**config.mk**
```make
export PLATFORM = sky130hd
export DESIGN_NAME = serial_unpacker
export DESIGN_NICKNAME = d
export VERILOG_FILES = /design/src/rtl/serial_unpacker.sv
export SDC_FILE = /design/constraint.sdc
export NUM_CORES = 1
export LEC_CHECK = 0
export BUFFER_PORTS_ARGS = -buffer_cell sky130_fd_sc_hd__buf_2
export CORE_MARGIN = 2
export CORE_UTILIZATION = 41
export CTS_CLUSTER_DIAMETER = 200
export DETAILED_ROUTE_END_ITERATION = 12
export GPL_TIMING_DRIVEN = 1
export MAX_ROUTING_LAYER = met4
export PLACE_DENSITY = 0.69
export SYNTH_ARGS = -nofsm -noshare
export SYNTH_HDL_FRONTEND = slang
export SYNTH_SLANG_ARGS = --single-unit
```
**constraint.sdc**
```tcl
create_clock -name Clk -period 1.9 [get_ports Clk]
set_input_delay 0.19 -clock Clk [delete_from_list [all_inputs] [get_ports Clk]]
set_output_delay 0.19 -clock Clk [all_outputs]
set_load 0.005 [all_outputs]
```
**src/rtl/serial_unpacker.sv**
```systemverilog
// Rebuilds the A and B parallel words from two LSB-first serial lanes and offers them with a Valid/Ack handshake.
// Define UNPACKER_PARITY_EN to expect a trailing even-parity bit per lane and report mismatches on Par_Err.
module serial_unpacker #(
  parameter int WIDTH = 8,
  localparam int CW = $clog2(WIDTH + 2)
) (
  input  logic             Clk,
  input  logic             Reset,
  input  logic             Start,
  input  logic             Shift_En,
  input  logic             A_In,
  input  logic             B_In,
  input  logic             Ack,
  output logic [WIDTH-1:0] A,
  output logic [WIDTH-1:0] B,
  output logic             Valid,
  output logic             Busy,
  output logic             Overrun,
  output logic             Par_Err,
  output logic [CW-1:0]    Bit_Count,
  output logic [1:0]       state_dbg
);

  // Handshake: Valid stays high while a frame is held; the consumer pulses Ack
  // for one cycle to release it, and Valid drops on the following edge.

`ifdef UNPACKER_PARITY_EN
  localparam int FRAME_BITS = WIDTH + 1;
`else
  localparam int FRAME_BITS = WIDTH;
`endif

  typedef enum logic [1:0] {
    IDLE    = 2'd0,
    CAPTURE = 2'd1,
    HOLD    = 2'd2
  } state_t;

  state_t state, state_nxt;
  logic   clr;
  logic   take_bit;
  logic   shift_data;
  logic   overrun_set;

  always_ff @(posedge Clk) begin
    if (Reset) state <= IDLE;
    else       state <= state_nxt;
  end

  always_comb begin
    state_nxt   = state;
    clr         = 1'b0;
    take_bit    = 1'b0;
    shift_data  = 1'b0;
    overrun_set = 1'b0;
    case (state)
      IDLE: begin
        if (Start) begin
          state_nxt = CAPTURE;
          clr       = 1'b1;
        end
      end
      CAPTURE: begin
        // A restart wins over a bit arriving in the same cycle.
        if (Start) begin
          clr = 1'b1;
        end else if (Shift_En) begin
          take_bit   = 1'b1;
          shift_data = (Bit_Count < CW'(WIDTH));
          if (Bit_Count == CW'(FRAME_BITS - 1)) state_nxt = HOLD;
        end
      end
      HOLD: begin
        overrun_set = Shift_En;
        if (Ack) begin
          if (Start) begin
            state_nxt = CAPTURE;
            clr       = 1'b1;
          end else begin
            state_nxt = IDLE;
          end
        end
      end
      default: state_nxt = IDLE;
    endcase
  end

  always_ff @(posedge Clk) begin
    if (Reset) begin
      A         <= '0;
      B         <= '0;
      Bit_Count <= '0;
      Overrun   <= 1'b0;
    end else begin
      if (clr) begin
        A         <= '0;
        B         <= '0;
        Bit_Count <= '0;
      end else if (take_bit) begin
        Bit_Count <= Bit_Count + CW'(1);
        if (shift_data) begin
          A <= {A_In, A[WIDTH-1:1]};
          B <= {B_In, B[WIDTH-1:1]};
        end
      end
      if (overrun_set) Overrun <= 1'b1;
    end
  end

`ifdef UNPACKER_PARITY_EN
  logic enter_hold;
  assign enter_hold = (state == CAPTURE) && (state_nxt == HOLD);

  // The incoming bit on the entering edge is the parity bit; A/B already hold the data.
  always_ff @(posedge Clk) begin
    if (Reset)           Par_Err <= 1'b0;
    else if (clr)        Par_Err <= 1'b0;
    else if (enter_hold) Par_Err <= (^A ^ A_In) | (^B ^ B_In);
  end
`else
  assign Par_Err = 1'b0;
`endif

  assign Valid     = (state == HOLD);
  assign Busy      = (state == CAPTURE);
  assign state_dbg = state;

endmodule

```
==> metrics.txt <==
# TYPE chip_impl_metric gauge
chip_impl_metric{name="timing.max_cap.violations",unit=""} 0
chip_impl_metric{name="fill_cells",unit=""} 230
chip_impl_metric{name="postCtsHoldBufs",unit=""} 0
chip_impl_info{name="min_to",value="state_dbg[1]"} 1
chip_impl_info{name="grt_setup_unrepaired",value="false"} 1
chip_impl_info{name="critical_path.reg2reg.startpoint",value="state_dbg[1]"} 1
chip_impl_info{name="cp-start-kind",value="flip-flop"} 1
chip_impl_metric{name="post-dp-hpwl",unit="um"} 1508
chip_impl_metric{name="timing.final.crit_share",unit=""} 0.7575
chip_impl_metric{name="number_of_antenna_cells_inserted",unit=""} 0
chip_impl_metric{name="area_of_the_die",unit="sq mm"} 0.002856
chip_impl_metric{name="yosys.area_share.simple",unit=""} 0.2047
chip_impl_metric{name="dr.first_iter.drc_count",unit=""} 13
chip_impl_info{name="dominantRegCellSynth",value="dfxtp_1"} 1
chip_impl_metric{name="multiInputGateArea",unit="sq um"} 470.5
chip_impl_metric{name="gp_routability_congestion",unit=""} 0.7471
chip_impl_metric{name="finalHoldViolations",unit=""} 0
chip_impl_info{name="most_numerous_cell_in_the_yosys_netlist",value="dfxtp_1"} 1
chip_impl_metric{name="post_synth_adder_cell_area",unit=""} 0.01248
chip_impl_info{name="critical_path.top_delay_family",value="simple AND/OR/NAND/NOR gates"} 1
chip_impl_metric{name="grt.total_usage",unit=""} 0.1685
chip_impl_metric{name="fin_tns_setup",unit="ps"} 0
chip_impl_metric{name="chipWidth",unit="um"} 53.44
chip_impl_metric{name="cts.htree.levels",unit=""} 1
chip_impl_metric{name="tritoncts.num_buffers",unit=""} 3
chip_impl_metric{name="clock_sink_count",unit=""} 23
chip_impl_metric{name="firstDrtPassIters",unit=""} 4
chip_impl_metric{name="postPlaceCellArea",unit="sq mm"} 0.001159
chip_impl_metric{name="syn-instance-count",unit=""} 112
chip_impl_metric{name="layout_cell_share_with_drive_strength_beyond_1",unit=""} 0.3688
chip_impl_metric{name="grt_pass1_wl",unit="um"} 3443
chip_impl_info{name="result_of_the_run",value="completed"} 1
chip_impl_info{name="cts_tree",value="yes"} 1
chip_impl_metric{name="synth-edff-count",unit=""} 0
chip_impl_info{name="synth_largest_area_cell",value="dfxtp_1"} 1
chip_impl_metric{name="regArea",unit="sq um"} 460.4
chip_impl_metric{name="yosysSeqAreaShare",unit=""} 0.4594
chip_impl_metric{name="reg2reg_setup_slack",unit="ps"} 460
chip_impl_metric{name="worstHoldPathCells",unit=""} 2
chip_impl_metric{name="post_cts.repair.setup_buffers",unit=""} 0
chip_impl_metric{name="grt_antenna_before_repair",unit=""} 0
chip_impl_info{name="cp_cell_sequence",value="nand4bb_1 > buf_4 > o21ai_0 > a21oi_2"} 1
chip_impl_metric{name="arrival_worst_endpoint",unit="ps"} 1630
chip_impl_metric{name="synth-compound-area-share",unit=""} 0.2397
chip_impl_metric{name="number_of_i_o_port_buffers",unit=""} 31
chip_impl_metric{name="preCtsSetupSlack",unit="ps"} 467.5
chip_impl_metric{name="leak_pwr",unit="nW"} 0.4640
chip_impl_metric{name="pin_count",unit=""} 33
chip_impl_info{name="worstSetupEndpointType",value="flip-flop"} 1
chip_impl_metric{name="peakVddDrop",unit="V"} 0.0004481
chip_impl_metric{name="cp_slowest_stage_delay",unit="ps"} 400
chip_impl_metric{name="cts_clk_pin_slew_worst_paths",unit="ps"} 120
chip_impl_metric{name="drtAntennaViolNets",unit=""} 0
chip_impl_metric{name="clock_path_buffers",unit=""} 2
chip_impl_metric{name="synth_async_sr_flop_share",unit=""} 0
chip_impl_metric{name="die-height",unit="um"} 53.44
chip_impl_info{name="worstHoldStart",value="Reset"} 1
chip_impl_metric{name="std_cell_rows",unit=""} 17
chip_impl_metric{name="post-route-min-period",unit="ps"} 1439
chip_impl_info{name="hold_path_class",value="primary input to flip-flop"} 1
chip_impl_metric{name="crit_required",unit="ps"} 2090
chip_impl_metric{name="coreArea",unit="sq mm"} 0.002255
chip_impl_metric{name="final.setup_skew",unit="ps"} 3.865
chip_impl_metric{name="muxShareOfSynthArea",unit=""} 0
chip_impl_metric{name="synth.cell_area",unit="sq mm"} 0.001002
chip_impl_metric{name="nNetsFinal",unit=""} 150
chip_impl_metric{name="via_count",unit=""} 926
chip_impl_metric{name="number_of_cells_traversed_by_the_worst_register_to_register_path",unit=""} 4
chip_impl_info{name="cts.root.buffer_cell",value="clkbuf_4"} 1
chip_impl_metric{name="synth-seq-cells",unit=""} 23
chip_impl_metric{name="clock_latency",unit="ps"} 300
chip_impl_metric{name="critical_path.n_buffers_inverters",unit=""} 1
chip_impl_metric{name="final_max_slew_viol_count",unit=""} 0
chip_impl_metric{name="postLayoutCellArea",unit="sq mm"} 0.001186
chip_impl_metric{name="cell_area_power_density",unit="mW/mm^2"} 635.9
chip_impl_metric{name="finalWorstSetupSlack",unit="ps"} 460.7
chip_impl_metric{name="initial_core_util",unit=""} 0.4445
chip_impl_info{name="critPathSlowestCell",value="nand4bb_1"} 1
chip_impl_metric{name="detail_route.vias_per_cell",unit=""} 5.479
chip_impl_metric{name="grt_start_max_net_pins",unit=""} 21
chip_impl_metric{name="first_global_vias",unit=""} 783
chip_impl_metric{name="synth_top_area_share",unit=""} 0.4594
chip_impl_metric{name="ys_warn_count",unit=""} 0
chip_impl_info{name="r2r_path_end",value="A[2]"} 1
chip_impl_info{name="dominant_combinational_cell_family_by_area_after_synthesis",value="compound AO/OA/AOI/OAI gates"} 1
chip_impl_metric{name="overflow",unit=""} 0
chip_impl_metric{name="detail_route.drc_violations",unit=""} 0
chip_impl_metric{name="route.final.wire_length",unit="um"} 2154
chip_impl_info{name="synth.cells.most_frequent",value="dfxtp_1, nand3_1, o21ai_0"} 1
chip_impl_metric{name="synth_to_layout_area_growth",unit="%"} 18.35
chip_impl_metric{name="setup_viol",unit=""} 0
chip_impl_info{name="timing_worst_setup_path_type",value="flip-flop to flip-flop"} 1
chip_impl_metric{name="worst-path-max-fanout",unit=""} 10
chip_impl_metric{name="post_synth.cell_area_avg",unit="sq um"} 8.948
chip_impl_metric{name="synth_cell_types",unit=""} 28
chip_impl_metric{name="cts-resized-gates",unit=""} 0
chip_impl_metric{name="drt-wirelength-per-cell",unit="um"} 12.75
chip_impl_info{name="synth_top_cells_by_area",value="dfxtp_1, a21oi_2, nand3_1"} 1
chip_impl_metric{name="fmax",unit="GHz"} 0.6948
chip_impl_metric{name="synth_fp_nets",unit=""} 120
chip_impl_metric{name="post_synth_xor_area_fraction",unit=""} 0.008739
==> worst register-to-register path, cell delays in order, from the launching register on <==
cell       delay, ps
dfxtp_1          360
nand4bb_1        400
buf_4            280
o21ai_0          210
a21oi_2           80
==> how the worst max path moves through the flow <==
| stage | from | endpoint | slack (ps) | depth (start not counted) |
|---|---|---|---|---|
| after floorplan | state_dbg[0] | A[0] | 710 | 4 |
| after global placement | state_dbg[0] | A[1] | 520 | 4 |
| after detailed placement | state_dbg[1] | A[1] | 470 | 4 |
| after CTS | state_dbg[0] | A[2] | 460 | 4 |
| after global routing | state_dbg[0] | B[0] | 350 | 4 |
| final | state_dbg[1] | A[2] | 460 | 4 |
==> sequential cells by signal (all words and copies together), names as in the netlist <==
register and count:
A 8, B 8, Bit_Count 4, Overrun 1, state_dbg 2
==> routing by layer <==
layer	vias up	track usage	wire [um]
met5	-	-	0
met4	0	0.06410	13
met3	2	0.02542	105
met2	24	0.2716	1034
met1	448	0.2113	1001
li1	452	-	-
==> final cells by class <==
| class | instances | area share |
|---|---|---|
| Timing Repair Buffer | 35 | 0.1561 |
| Multi-Input combinational cell | 77 | 0.3966 |
| Inverter | 2 | 0.006329 |
| Clock buffer | 3 | 0.01899 |
| Clock inverter | 1 | 0.004219 |
| Sequential cell | 23 | 0.3882 |
| Tap cell | 28 | 0.02954 |
==> report_power, final <==
group / switching (mW) / internal (mW) / leakage, nW / total [mW]
registers: 0.00285 / 0.485 / 0.186 / 0.487
clock network: 0.140 / 0.0784 / 0.0177 / 0.219
logic: 0.0293 / 0.0188 / 0.261 / 0.0481
total: 0.172 / 0.582 / 0.464 / 0.754
==> kinds of logic (layout without fill, tap and decap cells) <==
group / after synthesis / after routing
AO/OA/AOI/OAI: 40 / 40
AND/OR/NAND/NOR: 34 / 34
XOR/XNOR: 1 / 1
other: 1 / 1
buffers and inverters: 12 / 41
flip-flops: 23 / 23
adder cells (fa/ha/maj): 1 / 1
==> metrics by stage <==
step | utilization | total power, mW | std cells | hold slack [ps]
floorplan | - | 0.5325 | 112 | 259.1
global placement | 0.5139 | 0.5450 | 165 | 401.3
detailed placement | 0.5139 | 0.5457 | 165 | 404.4
CTS | 0.5261 | 0.7634 | 169 | 67.05
global route | 0.5261 | 0.7943 | 169 | 62.30
finish | 0.5261 | 0.7543 | 169 | 79.77
==> placed cells by master, fill, tap and decap left out, drive strengths merged, types with 2 or more instances in the layout <==
cell     n
a21oi   21
nor2     3
dfxtp   23
clkbuf   3
nand3   17
o21ai   18
and2b    2
nand2    2
buf     35
clkinv   2
or3      3
Power figures use the tool's default switching activity.
